--- config.mk ---
export PLATFORM = sky130hd
export DESIGN_NAME = rot_tile_addr_gen_flat
export DESIGN_NICKNAME = d
export VERILOG_FILES = /design/src/rtl/rot_pkg.sv /design/src/rtl/rot_tile_addr_gen_if.sv /design/src/rtl/rot_coord_map.sv /design/src/rtl/rot_tile_addr_gen.sv /design/src/flat_wrapper.sv
export SDC_FILE = /design/constraint.sdc
export NUM_CORES = 2
export LEC_CHECK = 0
export CELL_PAD_IN_SITES_DETAIL_PLACEMENT = 1
export CELL_PAD_IN_SITES_GLOBAL_PLACEMENT = 2
export CORE_MARGIN = 5
export CORE_UTILIZATION = 39
export CTS_CLUSTER_DIAMETER = 120
export DETAILED_ROUTE_END_ITERATION = 6
export HOLD_SLACK_MARGIN = 0.15
export PLACE_DENSITY_LB_ADDON = 0.12
export SKIP_CTS_REPAIR_TIMING = 1
export SLEW_MARGIN = 30
export SYNTH_ARGS = -nofsm -noshare
export SYNTH_HDL_FRONTEND = slang
export SYNTH_SLANG_ARGS = --single-unit
--- constraint.sdc ---
create_clock -name I_HCLK -period 17 [get_ports I_HCLK]
set_input_delay 3.4 -clock I_HCLK [delete_from_list [all_inputs] [get_ports I_HCLK]]
set_output_delay 3.4 -clock I_HCLK [all_outputs]
set_load 0.05 [all_outputs]
--- src/rtl/rot_pkg.sv ---
// Shared types for the image-rotation tile address generator:
// FSM state encoding, quarter-turn encodings and the effective
// clockwise-turn helper.
package rot_pkg;

    typedef enum logic [1:0] {
        IDLE  = 2'd0,
        READ  = 2'd1,
        WRITE = 2'd2,
        DONE  = 2'd3
    } state_e;

    typedef enum logic [1:0] {
        DEG_0   = 2'd0,
        DEG_90  = 2'd1,
        DEG_180 = 2'd2,
        DEG_270 = 2'd3
    } deg_e;

    // Counter-clockwise n quarter turns equals clockwise (4-n) mod 4;
    // the 2-bit wrap of the subtraction provides the mod 4.
    function automatic deg_e cw_turns(input logic direction, input logic [1:0] degrees);
        logic [1:0] turns;
        turns = direction ? degrees : 2'(2'd0 - degrees);
        return deg_e'(turns);
    endfunction

endpackage

--- src/rtl/rot_tile_addr_gen_if.sv ---
// DMA beat channel between the tile address generator (master) and the
// DMA engine (slave): address, direction, tile-buffer index and handshake.
interface rot_tile_addr_gen_if #(
    parameter int ADDR_W    = 32,
    parameter int TILE_LOG2 = 3
);
    logic [ADDR_W-1:0]      O_ADDR;
    logic                   O_VALID;
    logic                   O_WRITE;
    logic [2*TILE_LOG2-1:0] O_COUNT;
    logic                   I_DMA_READY;

    modport master (
        output O_ADDR,
        output O_VALID,
        output O_WRITE,
        output O_COUNT,
        input  I_DMA_READY
    );

    modport slave (
        input  O_ADDR,
        input  O_VALID,
        input  O_WRITE,
        input  O_COUNT,
        output I_DMA_READY
    );
endinterface

--- src/rtl/rot_coord_map.sv ---
// Combinational source-to-destination pixel mapping: optional horizontal
// mirror, then q clockwise quarter turns over the padded PH x PW image.
// Mirror logic is only built when ROT_MIRROR_EN is defined.
module rot_coord_map
    import rot_pkg::*;
#(
    parameter int DIM_W = 15
) (
    input  logic [DIM_W:0] y,
    input  logic [DIM_W:0] x,
    input  deg_e           q,
    input  logic           mirror,
    input  logic [DIM_W:0] ph,
    input  logic [DIM_W:0] pw,
    output logic [DIM_W:0] dy,
    output logic [DIM_W:0] dx,
    output logic [DIM_W:0] dw
);

    localparam logic [DIM_W:0] ONE = 1;

    logic [DIM_W:0] xm;
    logic [DIM_W:0] y_flip;
    logic [DIM_W:0] x_flip;

`ifdef ROT_MIRROR_EN
    assign xm = mirror ? (pw - ONE - x) : x;
`else
    logic unused_mirror;
    assign unused_mirror = mirror;
    assign xm            = x;
`endif

    assign y_flip = ph - ONE - y;
    assign x_flip = pw - ONE - xm;

    // Select destination coordinates and row pitch for the turn count.
    always_comb begin
        dy = y;
        dx = xm;
        dw = pw;
        case (q)
            DEG_0:   begin dy = y;      dx = xm;     dw = pw; end
            DEG_90:  begin dy = xm;     dx = y_flip; dw = ph; end
            DEG_180: begin dy = y_flip; dx = x_flip; dw = pw; end
            DEG_270: begin dy = x_flip; dx = y;      dw = ph; end
            default: begin dy = y;      dx = xm;     dw = pw; end
        endcase
    end

endmodule

--- src/rtl/rot_tile_addr_gen.sv ---
// Tile address generator for the image-rotation core. Walks the padded
// source image tile by tile, issuing T*T read beats then T*T write beats
// per tile to the rotated (optionally mirrored) destination.
// Optional feature macro: ROT_MIRROR_EN (horizontal mirror before rotation).
module rot_tile_addr_gen
    import rot_pkg::*;
#(
    parameter int ADDR_W    = 32,
    parameter int DIM_W     = 15,
    parameter int TILE_LOG2 = 3,
    parameter int BPP       = 3
) (
    input  logic              I_HCLK,
    input  logic              I_HRESET,
    input  logic              I_START,
    input  logic [DIM_W-1:0]  I_HEIGHT,
    input  logic [DIM_W-1:0]  I_WIDTH,
    input  logic [ADDR_W-1:0] I_SRC_BASE,
    input  logic [ADDR_W-1:0] I_DST_BASE,
    input  logic              I_DIRECTION,
    input  logic [1:0]        I_DEGREES,
    input  logic              I_MIRROR,
    rot_tile_addr_gen_if.master dma,
    output logic              O_BUSY,
    output logic              O_DONE
);

    localparam int T  = 1 << TILE_LOG2;
    localparam int TW = DIM_W + 1 - TILE_LOG2;
    localparam logic [TILE_LOG2-1:0] T_LAST   = '1;
    localparam logic [DIM_W:0]       PAD_ADD  = (DIM_W + 1)'(T - 1);
    localparam logic [DIM_W:0]       PAD_MASK = ~PAD_ADD;

    state_e                 state_reg, state_next;
    logic [TW-1:0]          ty_reg, ty_next;
    logic [TW-1:0]          tx_reg, tx_next;
    logic [TILE_LOG2-1:0]   r_reg, r_next;
    logic [TILE_LOG2-1:0]   c_reg, c_next;
    logic [DIM_W:0]         ph_reg, pw_reg;
    logic [ADDR_W-1:0]      src_reg, dst_reg;
    deg_e                   q_reg;
    logic                   mirror_eff;

    logic [ADDR_W-1:0]      addr_reg, addr_next;
    logic                   valid_reg, valid_next;
    logic                   write_reg, write_next;
    logic [2*TILE_LOG2-1:0] count_reg, count_next;
    logic                   busy_reg, busy_next;
    logic                   done_reg, done_next;

    logic                   go;
    logic                   load;
    logic                   beat_done;
    logic                   tile_end;
    logic [TW-1:0]          tx_last, ty_last;
    logic [DIM_W:0]         ph_in, pw_in;
    logic [DIM_W:0]         y_next, x_next;
    logic [DIM_W:0]         dy, dx, dw;
    logic [ADDR_W-1:0]      src_eff;
    logic [ADDR_W-1:0]      rd_addr, wr_addr;

    // Round each dimension up to a whole number of tiles.
    assign ph_in = ({1'b0, I_HEIGHT} + PAD_ADD) & PAD_MASK;
    assign pw_in = ({1'b0, I_WIDTH}  + PAD_ADD) & PAD_MASK;

    assign tx_last   = pw_reg[DIM_W:TILE_LOG2] - 1'b1;
    assign ty_last   = ph_reg[DIM_W:TILE_LOG2] - 1'b1;
    assign beat_done = valid_reg && dma.I_DMA_READY;
    assign tile_end  = (r_reg == T_LAST) && (c_reg == T_LAST);

`ifdef ROT_MIRROR_EN
    logic mirror_reg;
    assign mirror_eff = mirror_reg;

    // Mirror mode is captured with the rest of the job configuration.
    always_ff @(posedge I_HCLK) begin
        if (I_HRESET) begin
            mirror_reg <= 1'b0;
        end else if (go) begin
            mirror_reg <= I_MIRROR;
        end
    end
`else
    logic unused_mirror_in;
    assign unused_mirror_in = I_MIRROR;
    assign mirror_eff       = 1'b0;
`endif

    // Next-state, tile/pixel counters and handshake flags.
    always_comb begin
        state_next = state_reg;
        ty_next    = ty_reg;
        tx_next    = tx_reg;
        r_next     = r_reg;
        c_next     = c_reg;
        valid_next = valid_reg;
        write_next = write_reg;
        busy_next  = busy_reg;
        done_next  = 1'b0;
        go         = 1'b0;
        load       = 1'b0;
        case (state_reg)
            IDLE: begin
                valid_next = 1'b0;
                write_next = 1'b0;
                busy_next  = 1'b0;
                if (I_START) begin
                    go        = 1'b1;
                    busy_next = 1'b1;
                    ty_next   = '0;
                    tx_next   = '0;
                    r_next    = '0;
                    c_next    = '0;
                    if (I_HEIGHT == '0 || I_WIDTH == '0) begin
                        state_next = DONE;
                        done_next  = 1'b1;
                    end else begin
                        state_next = READ;
                        valid_next = 1'b1;
                        load       = 1'b1;
                    end
                end
            end
            READ: begin
                if (beat_done) begin
                    load   = 1'b1;
                    c_next = c_reg + 1'b1;
                    if (c_reg == T_LAST) begin
                        r_next = r_reg + 1'b1;
                    end
                    if (tile_end) begin
                        state_next = WRITE;
                        write_next = 1'b1;
                    end
                end
            end
            WRITE: begin
                if (beat_done) begin
                    c_next = c_reg + 1'b1;
                    if (c_reg == T_LAST) begin
                        r_next = r_reg + 1'b1;
                    end
                    if (!tile_end) begin
                        load = 1'b1;
                    end else if (tx_reg != tx_last) begin
                        tx_next    = tx_reg + 1'b1;
                        state_next = READ;
                        write_next = 1'b0;
                        load       = 1'b1;
                    end else if (ty_reg != ty_last) begin
                        tx_next    = '0;
                        ty_next    = ty_reg + 1'b1;
                        state_next = READ;
                        write_next = 1'b0;
                        load       = 1'b1;
                    end else begin
                        state_next = DONE;
                        valid_next = 1'b0;
                        write_next = 1'b0;
                        done_next  = 1'b1;
                    end
                end
            end
            DONE: begin
                state_next = IDLE;
                busy_next  = 1'b0;
            end
            default: begin
                state_next = IDLE;
            end
        endcase
    end

    // Source pixel of the beat about to be presented.
    assign y_next  = {ty_next, r_next};
    assign x_next  = {tx_next, c_next};
    assign src_eff = go ? I_SRC_BASE : src_reg;

    rot_coord_map #(
        .DIM_W (DIM_W)
    ) u_coord_map (
        .y      (y_next),
        .x      (x_next),
        .q      (q_reg),
        .mirror (mirror_eff),
        .ph     (ph_reg),
        .pw     (pw_reg),
        .dy     (dy),
        .dx     (dx),
        .dw     (dw)
    );

    assign rd_addr = src_eff
                   + (ADDR_W'(y_next) * ADDR_W'(pw_reg) + ADDR_W'(x_next)) * ADDR_W'(BPP);
    assign wr_addr = dst_reg
                   + (ADDR_W'(dy) * ADDR_W'(dw) + ADDR_W'(dx)) * ADDR_W'(BPP);

    // Beat address and tile-buffer index only change when a new beat is issued.
    always_comb begin
        addr_next  = addr_reg;
        count_next = count_reg;
        if (load) begin
            addr_next  = write_next ? wr_addr : rd_addr;
            count_next = {r_next, c_next};
        end
    end

    // State, counters, captured configuration and registered outputs.
    always_ff @(posedge I_HCLK) begin
        if (I_HRESET) begin
            state_reg <= IDLE;
            ty_reg    <= '0;
            tx_reg    <= '0;
            r_reg     <= '0;
            c_reg     <= '0;
            ph_reg    <= '0;
            pw_reg    <= '0;
            src_reg   <= '0;
            dst_reg   <= '0;
            q_reg     <= DEG_0;
            addr_reg  <= '0;
            valid_reg <= 1'b0;
            write_reg <= 1'b0;
            count_reg <= '0;
            busy_reg  <= 1'b0;
            done_reg  <= 1'b0;
        end else begin
            state_reg <= state_next;
            ty_reg    <= ty_next;
            tx_reg    <= tx_next;
            r_reg     <= r_next;
            c_reg     <= c_next;
            addr_reg  <= addr_next;
            valid_reg <= valid_next;
            write_reg <= write_next;
            count_reg <= count_next;
            busy_reg  <= busy_next;
            done_reg  <= done_next;
            if (go) begin
                ph_reg  <= ph_in;
                pw_reg  <= pw_in;
                src_reg <= I_SRC_BASE;
                dst_reg <= I_DST_BASE;
                q_reg   <= cw_turns(I_DIRECTION, I_DEGREES);
            end
        end
    end

    assign dma.O_ADDR  = addr_reg;
    assign dma.O_VALID = valid_reg;
    assign dma.O_WRITE = write_reg;
    assign dma.O_COUNT = count_reg;
    assign O_BUSY      = busy_reg;
    assign O_DONE      = done_reg;

endmodule

--- src/flat_wrapper.sv ---
// flat-port wrapper written by rule: the top's interface ports become plain ports
module rot_tile_addr_gen_flat import rot_pkg::*;
#(
    parameter int ADDR_W    = 32,
    parameter int DIM_W     = 15,
    parameter int TILE_LOG2 = 3,
    parameter int BPP       = 3
)
  (I_HCLK, I_HRESET, I_START, I_HEIGHT, I_WIDTH, I_SRC_BASE, I_DST_BASE, I_DIRECTION, I_DEGREES, I_MIRROR, O_BUSY, O_DONE, dma_O_ADDR, dma_O_VALID, dma_O_WRITE, dma_O_COUNT, dma_I_DMA_READY);
  rot_tile_addr_gen_if #(.ADDR_W(ADDR_W), .TILE_LOG2(TILE_LOG2)) dma_i ();
  input  logic I_HCLK;
  input  logic I_HRESET;
  input  logic I_START;
  input  logic [DIM_W-1:0] I_HEIGHT;
  input  logic [DIM_W-1:0] I_WIDTH;
  input  logic [ADDR_W-1:0] I_SRC_BASE;
  input  logic [ADDR_W-1:0] I_DST_BASE;
  input  logic I_DIRECTION;
  input  logic [1:0] I_DEGREES;
  input  logic I_MIRROR;
  output logic O_BUSY;
  output logic O_DONE;
  output wire logic [$bits(dma_i.O_ADDR)-1:0] dma_O_ADDR;
  output wire logic [$bits(dma_i.O_VALID)-1:0] dma_O_VALID;
  output wire logic [$bits(dma_i.O_WRITE)-1:0] dma_O_WRITE;
  output wire logic [$bits(dma_i.O_COUNT)-1:0] dma_O_COUNT;
  input wire logic [$bits(dma_i.I_DMA_READY)-1:0] dma_I_DMA_READY;
  assign dma_O_ADDR = dma_i.O_ADDR;
  assign dma_O_VALID = dma_i.O_VALID;
  assign dma_O_WRITE = dma_i.O_WRITE;
  assign dma_O_COUNT = dma_i.O_COUNT;
  assign dma_i.I_DMA_READY = dma_I_DMA_READY;
  rot_tile_addr_gen #(.ADDR_W(ADDR_W), .DIM_W(DIM_W), .TILE_LOG2(TILE_LOG2), .BPP(BPP)) u_core (.I_HCLK(I_HCLK), .I_HRESET(I_HRESET), .I_START(I_START), .I_HEIGHT(I_HEIGHT), .I_WIDTH(I_WIDTH), .I_SRC_BASE(I_SRC_BASE), .I_DST_BASE(I_DST_BASE), .I_DIRECTION(I_DIRECTION), .I_DEGREES(I_DEGREES), .I_MIRROR(I_MIRROR), .dma(dma_i), .O_BUSY(O_BUSY), .O_DONE(O_DONE));
endmodule
==> qor.csv <==
metric,value,unit
antenna_left,0,
grt_pass1_vias,27900,
synthFlopType,dfxtp_1,
dpl.hpwl,85200,microns
synth_top_area_cell,fa_1,
num_vias,25600,
n_fill_cell,9046,
cts_root_buffer,clkbuf_16,
yosysWarnings,0,
globalRouteOverflowTotal,0,
synth_fp_nets,4383,
ys_seq_area_share,11.5,%
power.density,147,nW/um^2
die_x,284,microns
clkTransAtPathRegs,0.09,ns
pwr-share-seq,10.7,%
synth_top_area_share,25.7,%
syn2layout_area_growth,10.7,%
grt_pass1_wl,162000,microns
hold_depth,2,
syn_area,29300,sq um
final_util,43.5,%
maxSlewHeadroom,34.4,%
worst_ep_required_time,17.41,ns
synth_cell_types,89,
io_pins,144,
critical_path_buf_inv_count,9,
viasPerCell,5.50,
setup_viol,0,
dr.pass1.iters,5,
grt_setup_unrepaired,false,
p_sw,2.73,mW
worst_path_largest_cell_delay,0.68,ns
peakVddDrop,0.330,mV
cp.arrival,16.48,ns
p_leak,15.1,nW
worst_path_most_repeated_cell,fa_1,
die_height,284,microns
endpoint_kind,register,
layout.nets,4450,
synth_enable_flop_cells,0,
h-tree-depth,4,
grt_start_max_net_pins,91,
wl,104000,microns
async_flop_share,0,%
crit_path_start_kind,input pin,
r2r.worst_path.cells,58,
gp_routability_congestion,0.915,
worstSetupPathType,input pin to register,
worstSkewPairLatency,0.48,ns
internal_power,2.03,mW
clock_sinks,168,
num_rows,100,
drive_gt1_share,4.45,%
cp.depth,52,
synth.avg_cell_area,8.13,sq um
wl_per_cell,22.3,microns
worst_slew_pin_slew,0.957,ns
drc_errors,0,
tns,0,ns
drv_cap,0,
clkPwrFrac,8.5,%
hold_viol,0,
period_share,94.5,%
ys_ff_latch,168,
synthTopCellsByArea,"fa_1 (26%), ha_1 (13%), dfxtp_1 (11%)",
fin_skew,0.0240,ns
finalMaxSlewViolations,0,
initial_core_util,39.3,%
grtUsageTotal,25.4,%
netSwitchingFraction,57.4,%
combPwrFrac,80.8,%
fmax,62.2,MHz
fin_crit,16.07,ns
run_status,"finished, final reports clean",
core_area,74600,sq um
worstPathMaxFanout,13,
numPortBuffers,142,
antenna_found_initial,2,
cts_tree,built,
drt_iter0_markers,1298,
die-area,80800,sq um
hold_path_class,register to register,
cp_slowest_cell,mux4_2,
synthCells,3609,
cts-buffers-inserted,17,
path_delay_family,adder cells,
clockBufferDepth,2,
p_total,4.76,mW
-- per-stage QoR --
step	area, sq um	hold WS (ns)	worst slack, ns	instances
2_1_floorplan	29300	0.436	2.36	3609
3_3_place_gp	31900	0.451	0.498	4626
3_5_place_dp	31900	0.450	0.101	4626
4_1_cts	32500	0.463	0.594	4658
5_1_grt	32500	0.482	0.00999	4659
6_report	32500	0.462	0.928	4659
-- worst paths after layout --
path | startpoint | to | slack [ns]
worst max register to register | u_core.pw_reg[3]$_SDFFE_PP0P_ | u_core.dma.O_ADDR[31]$_SDFFE_PP0P_ | 2.01
worst min register to register | u_core.dst_reg[22]$_SDFFE_PP0P_ | u_core.dst_reg[22]$_SDFFE_PP0P_ | 0.46
worst min-delay path | u_core.dst_reg[22]$_SDFFE_PP0P_ | u_core.dst_reg[22]$_SDFFE_PP0P_ | 0.46
worst max-delay path | dma_I_DMA_READY | u_core.dma.O_ADDR[31]$_SDFFE_PP0P_ | 0.93
-- routing by layer --
| layer | GRT usage, % | vias to the layer above | part of all wire, % | wire length (microns) |
|---|---|---|---|---|
| met5 | 0 | - | 0 | 0 |
| met4 | 6.17 | 0 | 2.3 | 2380 |
| met3 | 1.90 | 113 | 2.8 | 2890 |
| met2 | 46.5 | 461 | 52 | 53900 |
| met1 | 32.7 | 13100 | 43 | 44900 |
| li1 | - | 11900 | - | - |
-- cell type report --
type	instances	area (sq um)	share of cell area, %
diodes	1	2.50	0.00771
clock buffers	17	425	1.31
clock inverters	15	153	0.470
inverters	462	1730	5.34
multi-input cells	2821	23700	72.9
flip-flops and latches	168	3360	10.4
well taps	969	1210	3.73
repair buffers	206	1900	5.86
-- cell usage after synthesis, drive strengths merged, types with 10 or more instances --
| cell type | number |
|---|---|
| a211oi | 56 |
| a21boi | 13 |
| a21o | 53 |
| a21oi | 196 |
| a22o | 10 |
| a311oi | 13 |
| a31oi | 25 |
| and2 | 95 |
| and3 | 21 |
| buf | 16 |
| clkbuf | 142 |
| dfxtp | 168 |
| fa | 377 |
| ha | 295 |
| inv | 462 |
| mux2 | 17 |
| mux2i | 36 |
| nand2 | 553 |
| nand2b | 45 |
| nand3 | 55 |
| nand4 | 20 |
| nor2 | 285 |
| nor2b | 34 |
| nor3 | 48 |
| nor4 | 19 |
| o21a | 32 |
| o21ai | 132 |
| o21bai | 13 |
| o31ai | 11 |
| or3 | 20 |
| xnor2 | 150 |
| xor2 | 66 |
-- power by group through the flow --
| stage | Clock, mW | Combinational [mW] | Sequential [mW] |
|---|---|---|---|
| finish | 0.405 | 3.85 | 0.508 |
| global route | 0.431 | 4.17 | 0.514 |
| CTS | 0.417 | 3.82 | 0.508 |
| detailed placement | 0 | 3.78 | 0.517 |
| global placement | 0 | 3.71 | 0.514 |
| floorplan | 0 | 2.47 | 0.564 |
-- cell usage in the layout (no fill, tap or decap), types with 13 or more instances in the layout --
master	netlist	final
nand4_1	20	20
a211oi_1	56	56
or3_1	20	20
a21oi_1	195	194
o21a_1	32	32
a31oi_1	25	25
nand2b_1	45	45
fa_1	377	377
xnor2_1	150	150
inv_1	462	462
nand2_1	553	552
mux2i_1	36	34
and3_1	21	21
o21ai_0	121	118
mux2_2	16	16
nor4_1	18	18
nor2b_1	34	34
dfxtp_1	168	167
buf_4	0	64
a21o_1	53	53
ha_1	295	295
nor2_1	284	284
and2_1	92	91
xor2_1	66	65
clkdlybuf4s50_1	0	141
o21bai_1	13	13
nor3_1	48	47
clkbuf_16	0	17
nand3_1	54	54
-- tightest hold or removal path, stage by stage (launching register included) --
cell and delay (ns):
dfxtp_1 0.32, nand2_1 0.05, a21oi_1 0.05
-- cell families (layout without fill, tap and decap cells) --
family,after synthesis,in the layout,share of synthesized area [%]
other cells,0,1,0
mux,61,61,2.50
xor+xnor,216,216,6.45
fa+ha+maj,676,676,38.5
buf+inv,620,700,8.01
flops,168,168,11.5
compound gates,631,631,14.0
simple gates,1237,1237,19.2
Power figures use the tool's default switching activity.
